`src/rtl/mac3_pkg.sv`:
```
`default_nettype none
// ============================================================================
// Module   : mac3_pkg
// Purpose  : Shared constants and state encoding for the 3x3-product
//            multiply-accumulate block (mac3_accumulator).
// Revision : 1.0 - initial release
// ============================================================================
package mac3_pkg;

  // Width and maximum value of an unsigned 3-bit x 3-bit product (7*7).
  localparam int PROD_W   = 6;
  localparam int PROD_MAX = 49;

  // IDLE: no product taken yet, ACCUM: partial sum in progress,
  // HOLD: finished result presented and waiting for the consumer.
  typedef enum logic [1:0] {
    IDLE  = 2'd0,
    ACCUM = 2'd1,
    HOLD  = 2'd2
  } mac3_state_t;

endpackage
`default_nettype wire

```
`src/rtl/mac3_accumulator_if.sv`:
```
`default_nettype none
// ============================================================================
// Module   : mac3_accumulator_if
// Purpose  : Product-in / result-out handshake bundle for mac3_accumulator.
//            master = producer/consumer side, slave = accumulator side.
// Revision : 1.0 - initial release
// ============================================================================
interface mac3_accumulator_if #(
  parameter int ACC_W = 10
) ();
  import mac3_pkg::*;

  logic              in_valid;
  logic              in_ready;
  logic [PROD_W-1:0] prod;
  logic              out_valid;
  logic              out_ready;
  logic [ACC_W-1:0]  out_sum;
  logic              out_ovf;

  modport master (
    output in_valid, prod, out_ready,
    input  in_ready, out_valid, out_sum, out_ovf
  );

  modport slave (
    input  in_valid, prod, out_ready,
    output in_ready, out_valid, out_sum, out_ovf
  );

endinterface
`default_nettype wire

```
`src/rtl/mac3_acc_add.sv`:
```
`default_nettype none
// ============================================================================
// Module   : mac3_acc_add
// Purpose  : Accumulator adder. Either loads the product (first beat of a
//            result) or adds it to the running sum, reporting carry-out of
//            ACC_W bits.
//            Optional macro MAC3_ACC_SAT_EN: clamp to all-ones on carry-out
//            instead of wrapping modulo 2^ACC_W.
// Revision : 1.0 - initial release
// ============================================================================
module mac3_acc_add
  import mac3_pkg::*;
#(
  parameter int ACC_W = 10
) (
  input  logic [ACC_W-1:0]  i_acc,
  input  logic [PROD_W-1:0] i_prod,
  input  logic              i_load,
  output logic [ACC_W-1:0]  o_sum,
  output logic              o_carry
);

  localparam int c_EXT_W = ACC_W + 1 - PROD_W;

  logic [ACC_W:0] w_full;

  // One extra bit captures carry-out; a load can never carry since ACC_W >= 6.
  always_comb begin
    w_full  = '0;
    if (i_load) begin
      w_full = {{c_EXT_W{1'b0}}, i_prod};
    end else begin
      w_full = {1'b0, i_acc} + {{c_EXT_W{1'b0}}, i_prod};
    end
    o_carry = w_full[ACC_W];
`ifdef MAC3_ACC_SAT_EN
    // Once clamped, any further non-zero add carries again and stays clamped.
    o_sum = o_carry ? {ACC_W{1'b1}} : w_full[ACC_W-1:0];
`else
    o_sum = w_full[ACC_W-1:0];
`endif
  end

endmodule
`default_nettype wire

```
`src/rtl/mac3_accumulator.sv`:
```
`default_nettype none
// ============================================================================
// Module   : mac3_accumulator
// Purpose  : Sums LEN unsigned 3x3 products into one ACC_W-bit result with a
//            valid/ready handshake on both sides and a sticky overflow flag.
//            Optional macro MAC3_ACC_SAT_EN: saturate instead of wrap.
// Revision : 1.0 - initial release
// ============================================================================
module mac3_accumulator
  import mac3_pkg::*;
#(
  parameter int ACC_W = 10,
  parameter int LEN   = 4
) (
  input  logic                clk,
  input  logic                rst_n,
  input  logic                clr,
  mac3_accumulator_if.slave   bus
);

  // Counter must be able to hold LEN itself while a result is presented.
  localparam int c_CNT_W = (LEN > 1) ? $clog2(LEN + 1) : 1;

  mac3_state_t          r_state;
  logic [ACC_W-1:0]     r_acc;
  logic [c_CNT_W-1:0]   r_cnt;
  logic                 r_out_valid;
  logic                 r_ovf;
  logic                 r_in_ready;

  logic                 w_beat;
  logic                 w_load;
  logic                 w_last;
  logic [ACC_W-1:0]     w_sum;
  logic                 w_carry;

  assign w_beat = bus.in_valid & r_in_ready;
  assign w_load = (r_cnt == '0);
  assign w_last = (r_cnt == c_CNT_W'(LEN - 1));

  mac3_acc_add #(
    .ACC_W (ACC_W)
  ) u_add (
    .i_acc   (r_acc),
    .i_prod  (bus.prod),
    .i_load  (w_load),
    .o_sum   (w_sum),
    .o_carry (w_carry)
  );

  // Control FSM and datapath registers; clr outranks beats and handshakes.
  always_ff @(posedge clk or negedge rst_n) begin
    if (!rst_n) begin
      r_state     <= IDLE;
      r_acc       <= '0;
      r_cnt       <= '0;
      r_out_valid <= 1'b0;
      r_ovf       <= 1'b0;
      r_in_ready  <= 1'b0;
    end else if (clr) begin
      r_state     <= IDLE;
      r_acc       <= '0;
      r_cnt       <= '0;
      r_out_valid <= 1'b0;
      r_ovf       <= 1'b0;
      r_in_ready  <= 1'b1;
    end else begin
      case (r_state)
        IDLE, ACCUM: begin
          r_in_ready <= 1'b1;
          if (w_beat) begin
            r_acc <= w_sum;
            r_ovf <= w_load ? w_carry : (r_ovf | w_carry);
            r_cnt <= r_cnt + c_CNT_W'(1);
            if (w_last) begin
              r_state     <= HOLD;
              r_out_valid <= 1'b1;
              r_in_ready  <= 1'b0;
            end else begin
              r_state <= ACCUM;
            end
          end
        end
        HOLD: begin
          if (bus.out_ready) begin
            r_state     <= IDLE;
            r_acc       <= '0;
            r_cnt       <= '0;
            r_out_valid <= 1'b0;
            r_ovf       <= 1'b0;
            r_in_ready  <= 1'b1;
          end
        end
        default: begin
          r_state     <= IDLE;
          r_acc       <= '0;
          r_cnt       <= '0;
          r_out_valid <= 1'b0;
          r_ovf       <= 1'b0;
          r_in_ready  <= 1'b1;
        end
      endcase
    end
  end

  // Result fields read as zero whenever no result is being presented.
  assign bus.out_valid = r_out_valid;
  assign bus.in_ready  = r_in_ready;
  assign bus.out_sum   = r_out_valid ? r_acc : '0;
  assign bus.out_ovf   = r_out_valid & r_ovf;

endmodule
`default_nettype wire

```
`src/flat_wrapper.sv`:
```
// flat-port wrapper written by rule: the top's interface ports become plain ports
module mac3_accumulator_flat import mac3_pkg::*;
#(
  parameter int ACC_W = 10,
  parameter int LEN   = 4
)
  (clk, rst_n, clr, bus_in_valid, bus_prod, bus_out_ready, bus_in_ready, bus_out_valid, bus_out_sum, bus_out_ovf);
  mac3_accumulator_if #(.ACC_W(ACC_W)) bus_i ();
  input  logic clk;
  input  logic rst_n;
  input  logic clr;
  input wire logic [$bits(bus_i.in_valid)-1:0] bus_in_valid;
  input wire logic [$bits(bus_i.prod)-1:0] bus_prod;
  input wire logic [$bits(bus_i.out_ready)-1:0] bus_out_ready;
  output wire logic [$bits(bus_i.in_ready)-1:0] bus_in_ready;
  output wire logic [$bits(bus_i.out_valid)-1:0] bus_out_valid;
  output wire logic [$bits(bus_i.out_sum)-1:0] bus_out_sum;
  output wire logic [$bits(bus_i.out_ovf)-1:0] bus_out_ovf;
  assign bus_i.in_valid = bus_in_valid;
  assign bus_i.prod = bus_prod;
  assign bus_i.out_ready = bus_out_ready;
  assign bus_in_ready = bus_i.in_ready;
  assign bus_out_valid = bus_i.out_valid;
  assign bus_out_sum = bus_i.out_sum;
  assign bus_out_ovf = bus_i.out_ovf;
  mac3_accumulator #(.ACC_W(ACC_W), .LEN(LEN)) u_core (.clk(clk), .rst_n(rst_n), .clr(clr), .bus(bus_i));
endmodule
```
`config.mk`:
```
export PLATFORM = sky130hd
export DESIGN_NAME = mac3_accumulator_flat
export DESIGN_NICKNAME = d
export VERILOG_FILES = /design/src/rtl/mac3_pkg.sv /design/src/rtl/mac3_accumulator_if.sv /design/src/rtl/mac3_acc_add.sv /design/src/rtl/mac3_accumulator.sv /design/src/flat_wrapper.sv
export SDC_FILE = /design/constraint.sdc
export NUM_CORES = 1
export LEC_CHECK = 0
export ABC_AREA = 1
export CAP_MARGIN = 25
export CELL_PAD_IN_SITES_DETAIL_PLACEMENT = 2
export CELL_PAD_IN_SITES_GLOBAL_PLACEMENT = 2
export CORE_MARGIN = 2
export CORE_UTILIZATION = 27
export CTS_BUF_LIST = sky130_fd_sc_hd__clkbuf_4
export CTS_CLUSTER_SIZE = 40
export DETAILED_ROUTE_END_ITERATION = 8
export PLACE_DENSITY_LB_ADDON = 0.08
export SLEW_MARGIN = 20
export SYNTH_ARGS = -nofsm -noshare
export SYNTH_HDL_FRONTEND = slang
export SYNTH_HIERARCHICAL = 1
export SYNTH_SLANG_ARGS = --single-unit
```
`constraint.sdc`:
```
create_clock -name clk -period 1.66 [get_ports clk]
set_input_delay 0.166 -clock clk [delete_from_list [all_inputs] [get_ports clk]]
set_output_delay 0.166 -clock clk [all_outputs]
set_load 0.005 [all_outputs]
```
==> results of run 1 <==
-- sequential cells by signal (all words and copies together) (netlist names) --
name / flops
u_core/bus.in_ready: 1
u_core/bus.out_valid: 1
u_core/r_state: 2
u_core/r_acc: 10
u_core/r_ovf: 1
u_core/r_cnt: 3
-- power by group through the flow --
stage	registers (W)	logic (W)	clock network [W]
after floorplan	0.000484	0.000200	0
after global placement	0.000485	0.000359	0
after detailed placement	0.000485	0.000368	0
after CTS	0.000479	0.000399	0.000259
after global routing	0.000484	0.000484	0.000281
final	0.000481	0.000431	0.000248
-- final timing paths --
kind,startpoint,end,cells after the start
max in group asynchronous,rst_n,u_core/r_acc[4]$_DFFE_PN0P_,2
min in group clk,u_core/r_state[0]$_DFFE_PN0P_,u_core/r_state[0]$_DFFE_PN0P_,2
max reg2reg,u_core/r_acc[0]$_DFFE_PN0P_,u_core/r_acc[8]$_DFFE_PN0P_,14
min,rst_n,u_core/r_state[0]$_DFFE_PN0P_,2
max,u_core/r_acc[0]$_DFFE_PN0P_,u_core/r_acc[8]$_DFFE_PN0P_,14
min reg2reg,u_core/r_state[0]$_DFFE_PN0P_,u_core/r_state[0]$_DFFE_PN0P_,2
-- layer usage --
metal / track usage [%] / part of all wire [%]
met5: 0 / 0
met3: 2.82 / 2.9
met4: 1.09 / 0.084
met2: 30.5 / 51
met1: 20.9 / 46
-- kinds of logic after synthesis --
logic type / count (synthesis) / share of synthesized area (%)
compound gates: 14 / 5.58
simple gates: 138 / 42.1
fa+ha+maj: 10 / 9.25
buf+inv: 38 / 11.7
flops: 18 / 31.4
-- cell usage in the layout, fill, tap and decap left out, drive strengths merged --
cell | netlist | final
buf | 3 | 31
clkbuf | 1 | 3
nor2 | 19 | 19
o21ai | 7 | 7
dlygate4sd2 | 0 | 6
o21bai | 1 | 1
or2 | 1 | 1
a21oi | 6 | 6
dfrtp | 18 | 18
dlymetal6s2s | 0 | 5
nand4 | 1 | 1
ha | 9 | 9
clkdlybuf4s50 | 0 | 12
nor3 | 1 | 1
nand2 | 104 | 104
and2 | 1 | 1
fa | 1 | 1
clkinv | 1 | 2
nand3 | 11 | 11
inv | 33 | 33
-- area by class of cell --
cell class	count	area, sq um	area share [%]
Multi-Input combinational cell	162	933	44.1
Timing Repair Buffer	54	492	23.2
Sequential cell	18	450	21.3
Inverter	34	128	6.03
Tap cell	70	87.6	4.14
Clock buffer	3	22.5	1.06
Clock inverter	1	3.75	0.177
-- critical path, stage by stage, from the launching register on --
cell and delay (ps):
sky130_fd_sc_hd__dfrtp_1 380, sky130_fd_sc_hd__ha_2 190, sky130_fd_sc_hd__inv_2 40, sky130_fd_sc_hd__fa_2 320, sky130_fd_sc_hd__inv_2 70, sky130_fd_sc_hd__nand3_2 60, sky130_fd_sc_hd__nand2_2 100, sky130_fd_sc_hd__nand2_2 70
sky130_fd_sc_hd__o21ai_2 80, sky130_fd_sc_hd__nand2_2 80, sky130_fd_sc_hd__buf_4 140, sky130_fd_sc_hd__nand2_2 50, sky130_fd_sc_hd__nor2_2 30, sky130_fd_sc_hd__nand2_1 60, sky130_fd_sc_hd__nand2_1 60
-- timing repair --
item	CTS	global route
gates resized for setup	13	21
endpoints found under the hold margin	0	0
setup endpoints to repair	13	13
pin swaps	2	5
cloned	1	0
buffers inserted	5	6
-- metrics by stage --
| step | hold WS [ps] | total power (W) | setup TNS (ps) |
|---|---|---|---|
| after global routing | 207 | 0.00125 | -1110 |
| after floorplan | -130 | 0.000684 | 0 |
| after detailed placement | 467 | 0.000854 | -2220 |
| final | 190 | 0.00116 | -431 |
| after global placement | 462 | 0.000844 | -1770 |
| after CTS | 186 | 0.00114 | -228 |
==> results_tabular.tex, run 1 <==
\begin{tabular}{lr}
\hline
Metric & Value \\
\hline
\multicolumn{2}{l}{\textbf{Final layout}} \\
\quad Layout filler cell count & about 630 \\
\quad Area growth syn-to-layout & 47.6\% \\
\quad Design Area, Final & approximately 2100 sq um \\
\quad Core Util, Final & 41.5\% \\
\quad Number of nets in the layout & just under 300 \\
\quad Number of antenna repair diodes & 0 \\
\quad Non-filler instance count after layout & between 300 and 400 \\
\quad Layout cells sized above 1 & between 20\% and 30\% \\
\multicolumn{2}{l}{\textbf{Power and ir drop}} \\
\quad Portion of total power attributed to sequential cells & around two fifths \\
\quad P\_sw & between 0.0004 and 0.0005 W \\
\quad Power density relative to cell area & 548 nW/um\^{}2 \\
\quad Leakage power figure & approximately 1.2 nW \\
\quad Clock network power share & between 20\% and 30\% \\
\quad Worst ir drop on vdd & 0.000274 V \\
\quad Combinational power share & $\sim$37\% \\
\quad Internal Dissipation & 0.000754 W \\
\quad Switching Fraction & 35.0\% \\
\multicolumn{2}{l}{\textbf{Global route}} \\
\quad Via count of the first global-routing pass & 1630 \\
\quad Pin count of the biggest net entering global routing & 19 \\
\quad Global-route wire length before repair & 7.95 mm \\
\quad GR Overflow Total & 0 \\
\quad Antenna violations before repair & 0 \\
\quad Total Routing Usage GR & $\sim$17\% \\
\multicolumn{2}{l}{\textbf{Detailed routing}} \\
\quad Post-detailed-route wirelength per cell & 13.9 um \\
\quad Avg Vias per Cell & 4.39 \\
\quad Antenna-violating nets left & 0 \\
\quad Pre-antenna DRT Iters & 4 \\
\quad Final wirelength & 4.75 mm \\
\quad Iteration-0 DRC Markers & 32 \\
\quad Final routed DRC violation total & 0 \\
\quad Total vias in the final route & 1503 \\
\multicolumn{2}{l}{\textbf{Placed design}} \\
\quad RD Place Congestion & between 0.7 and 0.8 \\
\quad Placed cells & between 300 and 400 \\
\quad \# port buffers & 23 \\
\quad Post-placement setup slack & -414 ps \\
\quad Half-perimeter wire length after detailed placement & $\sim$3.6 mm \\
\quad Placed instance area & between 1500 and 2000 sq um \\
\multicolumn{2}{l}{\textbf{Run status}} \\
\quad Violations in the final reports & setup timing \\
\quad Result of the run & finished, violations left \\
\multicolumn{2}{l}{\textbf{STA}} \\
\quad Minimum clock period after layout & around 1800 ps \\
\quad Minimum setup slack in the final design & -178 ps \\
\quad Maximum achievable frequency & about 0.54 GHz \\
\quad Final count of negative-setup-slack endpoints & 4 \\
\quad Post-route clock period utilization & 111\% \\
\quad Unrepaired setup endpoints after global routing & yes \\
\quad Final-report hold violation count & 0 \\
\quad Worst slew margin relative to its limit & around four fifths \\
\quad Actual slew at the worst max-slew pin & 282 ps \\
\quad Final number of max-transition violations & 0 \\
\quad Layout Skew & $\sim$2.3 ps \\
\multicolumn{2}{l}{\textbf{Yosys}} \\
\quad Proportion of synthesized chip area in sequential cells & approximately a third \\
\quad Largest cells by area after synthesis & sky130\_fd\_sc\_hd\_\_dfrtp\_1 31\%, sky130\_fd\_sc\_hd\_\_nand2\_1 24\%, sky130\_fd\_sc\_hd\_\_inv\_1 8.1\% \\
\quad Most common flop cell mapped by yosys & sky130\_fd\_sc\_hd\_\_dfrtp\_1 \\
\quad Asr flop ratio synth & 100\% \\
\quad Most common cell in the synthesized netlist & sky130\_fd\_sc\_hd\_\_nand2\_1 \\
\quad Top cells by instance count after synthesis & 92 x sky130\_fd\_sc\_hd\_\_nand2\_1, 31 x sky130\_fd\_sc\_hd\_\_inv\_1, 18 x sky130\_fd\_sc\_hd\_\_dfrtp\_1 \\
\quad Post-synth net total & roughly 240 \\
\quad Number of synthesized flops with an enable pin & 0 \\
\quad Warning count from the yosys run & 6 \\
\quad Average instance area after synthesis & about 6.6 sq um \\
\quad Biggest area consumer among synthesized cells & sky130\_fd\_sc\_hd\_\_dfrtp\_1 \\
\quad Gate count of the mapped netlist & approximately 220 \\
\quad Synth top area share & 31.4\% \\
\quad Summed instance area of the synthesized netlist & 1430 sq um \\
\quad Cell variety after synth & 28 \\
\quad Total of flip-flops plus latches after synthesis & 18 \\
\multicolumn{2}{l}{\textbf{Clocking}} \\
\quad CTS H-tree lvls & 1 \\
\quad CTS tree & done \\
\quad Number of buffers added to fix hold violations after cts & 0 \\
\quad Clock edge transition at the registers on the reported setup and hold paths & about 120 ps \\
\quad Number of buffers added by the clock tree synthesis step & 3 \\
\quad Clock sink count & 18 \\
\quad Worst skew pair latency & $\sim$300 ps \\
\quad Clock buffer depth & 2 \\
\quad Clock root cell & sky130\_fd\_sc\_hd\_\_clkbuf\_4 \\
\multicolumn{2}{l}{\textbf{Floorplan}} \\
\quad Width of the die & approximately 77 um \\
\quad Die H & 76.9 um \\
\quad Area of the die & slightly below 6000 sq um \\
\quad Number of rows created at floorplan & 26 \\
\quad Num ports & 24 \\
\quad Standard cell core area & $\sim$5100 sq um \\
\quad Initial Util & 28.1\% \\
\multicolumn{2}{l}{\textbf{Setup path}} \\
\quad Worst setup slack for register-to-register paths & -180 ps \\
\quad Type of the setup path with the least slack & reg -> reg \\
\quad Type of destination of the critical path & flop \\
\quad Required time worst endpoint & 1870 ps \\
\quad WP data arrival & between 2000 and 2500 ps \\
\quad Crit-path max FO & 4 \\
\quad Kind of start point of the critical path & flop \\
\multicolumn{2}{l}{\textbf{Job}} \\
\quad Maximum Capacitance Violations & 0 \\
\multicolumn{2}{l}{\textbf{Worst hold path}} \\
\quad Class of the tightest hold or removal check & in -> async \\
\hline
\end{tabular}
Power figures use the tool's default switching activity.
==> run 2: changes to the inputs <==
Settings changed: CORE_MARGIN 2 to 1.
==> results_tabular.tex, run 2 (synthesized netlist as in run 1, its figures left out) <==
\begin{tabular}{lr}
\hline
Metric & Value \\
\hline
\multicolumn{2}{l}{\textbf{Setup path}} \\
\quad Kind of start point of the critical path & flop \\
\quad Worst setup slack for register-to-register paths & -100 ps \\
\quad WP data arrival & $\sim$2000 ps \\
\quad Type of the setup path with the least slack & reg -> reg \\
\quad Required time worst endpoint & 1920 ps \\
\quad Reg-to-Reg End & u\_core/r\_ovf\$\_DFFE\_PN0P\_ \\
\quad Type of destination of the critical path & flop \\
\quad Cell count of the worst reg-to-reg path & 13 \\
\quad Crit-path max FO & 4 \\
\quad R2R Path Start & u\_core/r\_acc[0]\$\_DFFE\_PN0P\_ \\
\multicolumn{2}{l}{\textbf{Floorplan}} \\
\quad Standard cell core area & 5110 sq um \\
\quad Area of the die & 5610 sq um \\
\quad Initial Util & 28.1\% \\
\quad Die H & 74.9 um \\
\quad Width of the die & roughly 75 um \\
\quad Number of rows created at floorplan & 26 \\
\quad Num ports & 24 \\
\multicolumn{2}{l}{\textbf{Clocking}} \\
\quad Clock edge transition at the registers on the reported setup and hold paths & 120 ps \\
\quad Clock sink count & 18 \\
\quad Clock buffer depth & 2 \\
\quad CTS tree & done \\
\quad Number of buffers added by the clock tree synthesis step & 3 \\
\quad CTS H-tree lvls & 1 \\
\quad Worst skew pair latency & roughly 310 ps \\
\quad Clock root cell & sky130\_fd\_sc\_hd\_\_clkbuf\_4 \\
\quad Number of buffers added to fix hold violations after cts & 0 \\
\multicolumn{2}{l}{\textbf{STA}} \\
\quad Final count of negative-setup-slack endpoints & 4 \\
\quad Actual slew at the worst max-slew pin & around 280 ps \\
\quad Maximum achievable frequency & 0.567 GHz \\
\quad Minimum clock period after layout & $\sim$1800 ps \\
\quad Minimum setup slack in the final design & -103 ps \\
\quad Final-report hold violation count & 0 \\
\quad Final number of max-transition violations & 0 \\
\quad Accumulated negative setup slack & -200 ps \\
\quad Post-route clock period utilization & 106\% \\
\quad Layout Skew & roughly 8.2 ps \\
\quad Worst slew margin relative to its limit & $\sim$81\% \\
\quad Unrepaired setup endpoints after global routing & yes \\
\multicolumn{2}{l}{\textbf{Detailed routing}} \\
\quad Total vias in the final route & 1494 \\
\quad Avg Vias per Cell & 4.45 \\
\quad Final wirelength & around 4.7 mm \\
\quad Post-detailed-route wirelength per cell & 13.9 um \\
\quad Final routed DRC violation total & 0 \\
\quad Antenna-violating nets left & 0 \\
\quad Pre-antenna DRT Iters & 4 \\
\quad Iteration-0 DRC Markers & 21 \\
\multicolumn{2}{l}{\textbf{Final layout}} \\
\quad Number of flip-flops under the largest register name & 10 \\
\quad Top library cells by usage in the layout, fill and taps aside & 90 x sky130\_fd\_sc\_hd\_\_nand2\_1, 28 x sky130\_fd\_sc\_hd\_\_inv\_1, 20 x sky130\_fd\_sc\_hd\_\_buf\_4 \\
\quad Area growth syn-to-layout & 46.5\% \\
\quad Non-filler instance count after layout & $\sim$340 \\
\quad Most common library cell in the layout ignoring fill and taps & sky130\_fd\_sc\_hd\_\_nand2\_1 \\
\quad Largest registers ranked by flip-flop count & u\_core/r\_acc x10, u\_core/r\_cnt x3, u\_core/r\_state x2 \\
\quad Number of nets in the layout & between 200 and 300 \\
\quad Register with the highest flop count & u\_core/r\_acc \\
\quad Number of antenna repair diodes & 0 \\
\quad Layout filler cell count & $\sim$620 \\
\quad Layout cells sized above 1 & a little over a quarter \\
\multicolumn{2}{l}{\textbf{Placed design}} \\
\quad Half-perimeter wire length after detailed placement & roughly 3.5 mm \\
\quad Placed cells & between 300 and 400 \\
\quad Post-placement setup slack & -434 ps \\
\quad RD Place Congestion & roughly 0.75 \\
\quad \# port buffers & 23 \\
\multicolumn{2}{l}{\textbf{Power and ir drop}} \\
\quad Worst ir drop on vdd & 0.000428 V \\
\quad Total power & around 0.0011 W \\
\quad Power density relative to cell area & approximately 550 nW/um\^{}2 \\
\quad Leakage power figure & around 1.3 nW \\
\multicolumn{2}{l}{\textbf{Global route}} \\
\quad Layer with the highest usage & met2 \\
\quad GR met3 Demand/Resource & approximately 2.8\% \\
\quad GR Overflow Total & 0 \\
\quad Pin count of the biggest net entering global routing & 19 \\
\quad Met2 layer usage reported by global route & between 30\% and 40\% \\
\quad Antenna violations before repair & 0 \\
\quad Met1 GRT Util & a little over a fifth \\
\quad Via count of the first global-routing pass & approximately 1600 \\
\quad Global-route wire length before repair & approximately 7.4 mm \\
\quad Total Routing Usage GR & between 10\% and 20\% \\
\multicolumn{2}{l}{\textbf{Job}} \\
\quad Maximum Capacitance Violations & 0 \\
\multicolumn{2}{l}{\textbf{Run status}} \\
\quad Violations in the final reports & setup timing \\
\quad Result of the run & finished, violations left \\
\multicolumn{2}{l}{\textbf{Worst hold path}} \\
\quad Class of the tightest hold or removal check & in -> async \\
\hline
\end{tabular}
[run 2: cell types whose count changed in the layout (fill, tap and decap cells not counted), sizes merged]
cell,change
dlymetal6s2s,+5
clkdlybuf4s50,+1
dlygate4sd2,-6
clkinv,-2
inv,+1
buf,-5
[run 2: layout make-up]
| cell class | count | area, sq um | area share (%) |
|---|---|---|---|
| well taps | 70 | 87.6 | 4.17 |
| clock buffers | 3 | 22.5 | 1.07 |
| flip-flops and latches | 18 | 453 | 21.6 |
| inverters | 34 | 128 | 6.08 |
| multi-input cells | 162 | 928 | 44.2 |
| repair buffers | 49 | 482 | 22.9 |
[run 2: how the worst max path moves through the flow]
stage / start / endpoint / slack, ps / cells after the start
2_1_floorplan: u_core/r_acc[0]$_DFFE_PN0P_ / u_core/r_ovf$_DFFE_PN0P_ / 0.6 / 13
6_report: u_core/r_acc[0]$_DFFE_PN0P_ / u_core/r_ovf$_DFFE_PN0P_ / -100 / 13
3_3_place_gp: bus_prod[0] / u_core/r_ovf$_DFFE_PN0P_ / -360 / 14
3_5_place_dp: bus_prod[0] / u_core/r_ovf$_DFFE_PN0P_ / -430 / 14
5_1_grt: u_core/r_acc[0]$_DFFE_PN0P_ / u_core/r_ovf$_DFFE_PN0P_ / -200 / 13
4_1_cts: u_core/r_acc[0]$_DFFE_PN0P_ / u_core/r_ovf$_DFFE_PN0P_ / -120 / 13
[run 2: worst max-delay path, stage by stage (launching register included)]
cell                       delay, ps
sky130_fd_sc_hd__dfrtp_1         410
sky130_fd_sc_hd__ha_4            150
sky130_fd_sc_hd__inv_2            40
sky130_fd_sc_hd__fa_2            330
sky130_fd_sc_hd__inv_2            70
sky130_fd_sc_hd__nand3_2          70
sky130_fd_sc_hd__nand2_4          80
sky130_fd_sc_hd__nand2_2          60
sky130_fd_sc_hd__o21ai_2          70
sky130_fd_sc_hd__nand2_2          70
sky130_fd_sc_hd__nor3_2          110
sky130_fd_sc_hd__o21bai_1        120
sky130_fd_sc_hd__nand2_1          70
sky130_fd_sc_hd__nand2_1          50
[run 2: what timing repair did]
action,4_1_cts,5_1_grt
resized for setup,6,29
buffers inserted,1,3
setup endpoints to repair,12,20
pin swaps,0,6
cloned,0,1
[run 2: routing by layer]
| layer | part of all wire, % | wire (um) | up-vias |
|---|---|---|---|
| met5 | 0 | 0 | - |
| met4 | 0.30 | 14 | 0 |
| met3 | 2.6 | 120 | 4 |
| met2 | 52 | 2430 | 19 |
| met1 | 45 | 2110 | 718 |
| li1 | - | - | 753 |
[run 2: report_power, final]
group | total (W) | switching [W] | leakage [nW] | internal, W
Clock | 0.000247 | 0.000162 | 0.0138 | 0.0000849
Combinational | 0.000418 | 0.000215 | 1.04 | 0.000204
Sequential | 0.000484 | 0.0000233 | 0.236 | 0.000460
[run 2: stage by stage]
| stage | util, % | area [sq um] | hold slack, ps |
|---|---|---|---|
| 6_report | 41.1 | 2100 | 182 |
| 5_1_grt | 41.1 | 2100 | 195 |
| 4_1_cts | 38.4 | 1960 | 197 |
| 3_5_place_dp | 37.2 | 1900 | 481 |
| 3_3_place_gp | 37.2 | 1900 | 463 |
| 2_1_floorplan | - | 1440 | -130 |
==> RTL change (config.mk and constraints of run 1) <==
Register the output `bus.out_ovf`, without a reset; this adds one clock of latency there.
--- a/src/rtl/mac3_accumulator.sv
+++ b/src/rtl/mac3_accumulator.sv
@@ -107,7 +107,9 @@
   assign bus.out_valid = r_out_valid;
   assign bus.in_ready  = r_in_ready;
   assign bus.out_sum   = r_out_valid ? r_acc : '0;
-  assign bus.out_ovf   = r_out_valid & r_ovf;
+  always_ff @(posedge clk) begin
+    bus.out_ovf <= r_out_valid & r_ovf;
+  end
 
 endmodule
 `default_nettype wire
Function: no difference found for any inputs over 10 cycles, from zero or initial values and one cycle with rst_n low; that may be too few to reach the edited logic, so the function may still have changed.
==> RTL change against run 1 <==
  * The flow still finishes with violations (setup timing)
  * Synthesized cell count up 0.46%
  * Setup slack better by 52 ps
  * Highest routed layer is now met3
  * Sequential cell count up 1
  * First-iteration DRC count down 6.3%
  * Design area up 2.5%
  * Via count up 1.0%
  * Combinational power up 4%
  * Routed wire length up 4.0%
  * Area after synthesis up 1.4%
  * Total power up 6.5%
  * Largest cell class unchanged
  * Die area up 1.3%
  * Global-route usage down 0.63 points
==> RTL change: results <==
metrics = {
    "status": {
        "status": "finished with violations",
        "violations": "setup timing",
    },
    "placement": {
        "dp_hpwl_um": 3450,
        "dp_cells": 330,
        "gp_congestion": 0.729,
        "dpl_worst_slack_ps": -427,
        "detailed_place.area_sq_um": 1920,
    },
    "route": {
        "num_vias": 1518,
        "met2_length_um": 2670,
        "drt_iter0_drc": 30,
        "wl_met1_um": 2170,
        "dr.pass1.iters": 4,
        "routed_wl_um": 4940,
        "dr_wl_met3_um": 109,
        "topRoutingLayerUsed": "met3",
    },
    "final_layout": {
        "n_fill_cell": 648,
        "nNetsFinal": 293,
        "drive_above_1_share_pct": 30.3,
        "final_cells": 341,
        "diodes": 0,
    },
    "sta": {
        "setup_viol": 3,
        "worst_clock_skew_ps": 3.80,
        "finalSetupTns_ps": -223,
        "layout_setup_ws_ps": -126,
        "tightestPinTransition_ps": 266,
    },
    "yosys": {
        "syn_nets": 240,
        "ys_warn_count": 6,
        "synthFlopType": "dfrtp_1",
        "ys_types": 29,
        "yosysSeqAreaShare_pct": 32.4,
        "synth_area_leaders": "dfrtp_1 (31%), nand2_1 (24%), inv_1 (8.0%)",
        "async_flop_share_pct": 94.7,
        "syn_avg_cell_area_sq_um": 6.64,
    },
    "clock_tree": {
        "root_buffer": "clkbuf_4",
    },
    "setup_path": {
        "critical_path_peak_fanout": 4,
        "cp.arrival_ps": 2000,
    },
    "grt": {
        "track_usage_pct": 15.9,
        "grt_pass1_wl_um": 7600,
        "grt_pass1_vias": 1628,
    },
    "hold_path": {
        "hp-class": "in2async",
    },
    "power": {
        "p_leak_nw": 1.30,
        "peakVddDrop_mv": 0.260,
    },
}
==> RTL change: kinds of logic after synthesis <==
group / count (synthesis) / synth area share, %
simple gates: 138 / 41.5
buf+inv: 38 / 11.5
flops: 19 / 32.4
compound gates: 14 / 5.51
fa+ha+maj: 10 / 9.12
==> RTL change: routing by layer <==
metal  vias up  global-route usage (%)
met5         -                       0
met4         0                    1.61
met3         0                    2.91
met2        18                    30.6
met1       736                    18.8
li1        764                       -
==> RTL change: final cells by class <==
type	count	area, sq um	share of cell area, %
multi-input combinational	162	960	44.2
inverter	34	128	5.88
clock buffer	4	30.0	1.38
tap	70	87.6	4.04
timing repair buffer	52	494	22.8
sequential	19	470	21.7
==> RTL change: critical path, delay by kind of cell (launching register included) <==
kind	cells	cell delay, ps
adder cells (fa/ha/maj)	2	500
AND/OR/NAND/NOR	8	490
flip-flops	1	370
buffers and inverters	3	250
AO/OA/AOI/OAI	1	80
==> RTL change: what timing repair did <==
item                       CTS  global route
setup endpoints to repair    5            14
gates cloned                 0             1
resized for setup            6            36
buffers inserted             4             2
pin swaps                    2             6
==> RTL change: worst paths after layout <==
path | from | end | slack, ps | cells after the start
max | u_core/r_acc[0] | u_core/r_acc[8] | -130 | 14
min | rst_n | u_core/r_cnt[2] | 190 | 2
max reg2reg | u_core/r_acc[0] | u_core/r_acc[8] | -130 | 14
min reg2reg | u_core/r_cnt[2] | u_core/r_cnt[2] | 520 | 2
max in group asynchronous | rst_n | u_core/bus.out_valid | 1260 | 2
min in group clk | u_core/r_cnt[2] | u_core/r_cnt[2] | 520 | 2
==> RTL change: power by group <==
group          internal, mW  total (mW)  switching (mW)
sequential            0.484       0.508          0.0242
clock                 0.110       0.276           0.166
combinational         0.214       0.450           0.237
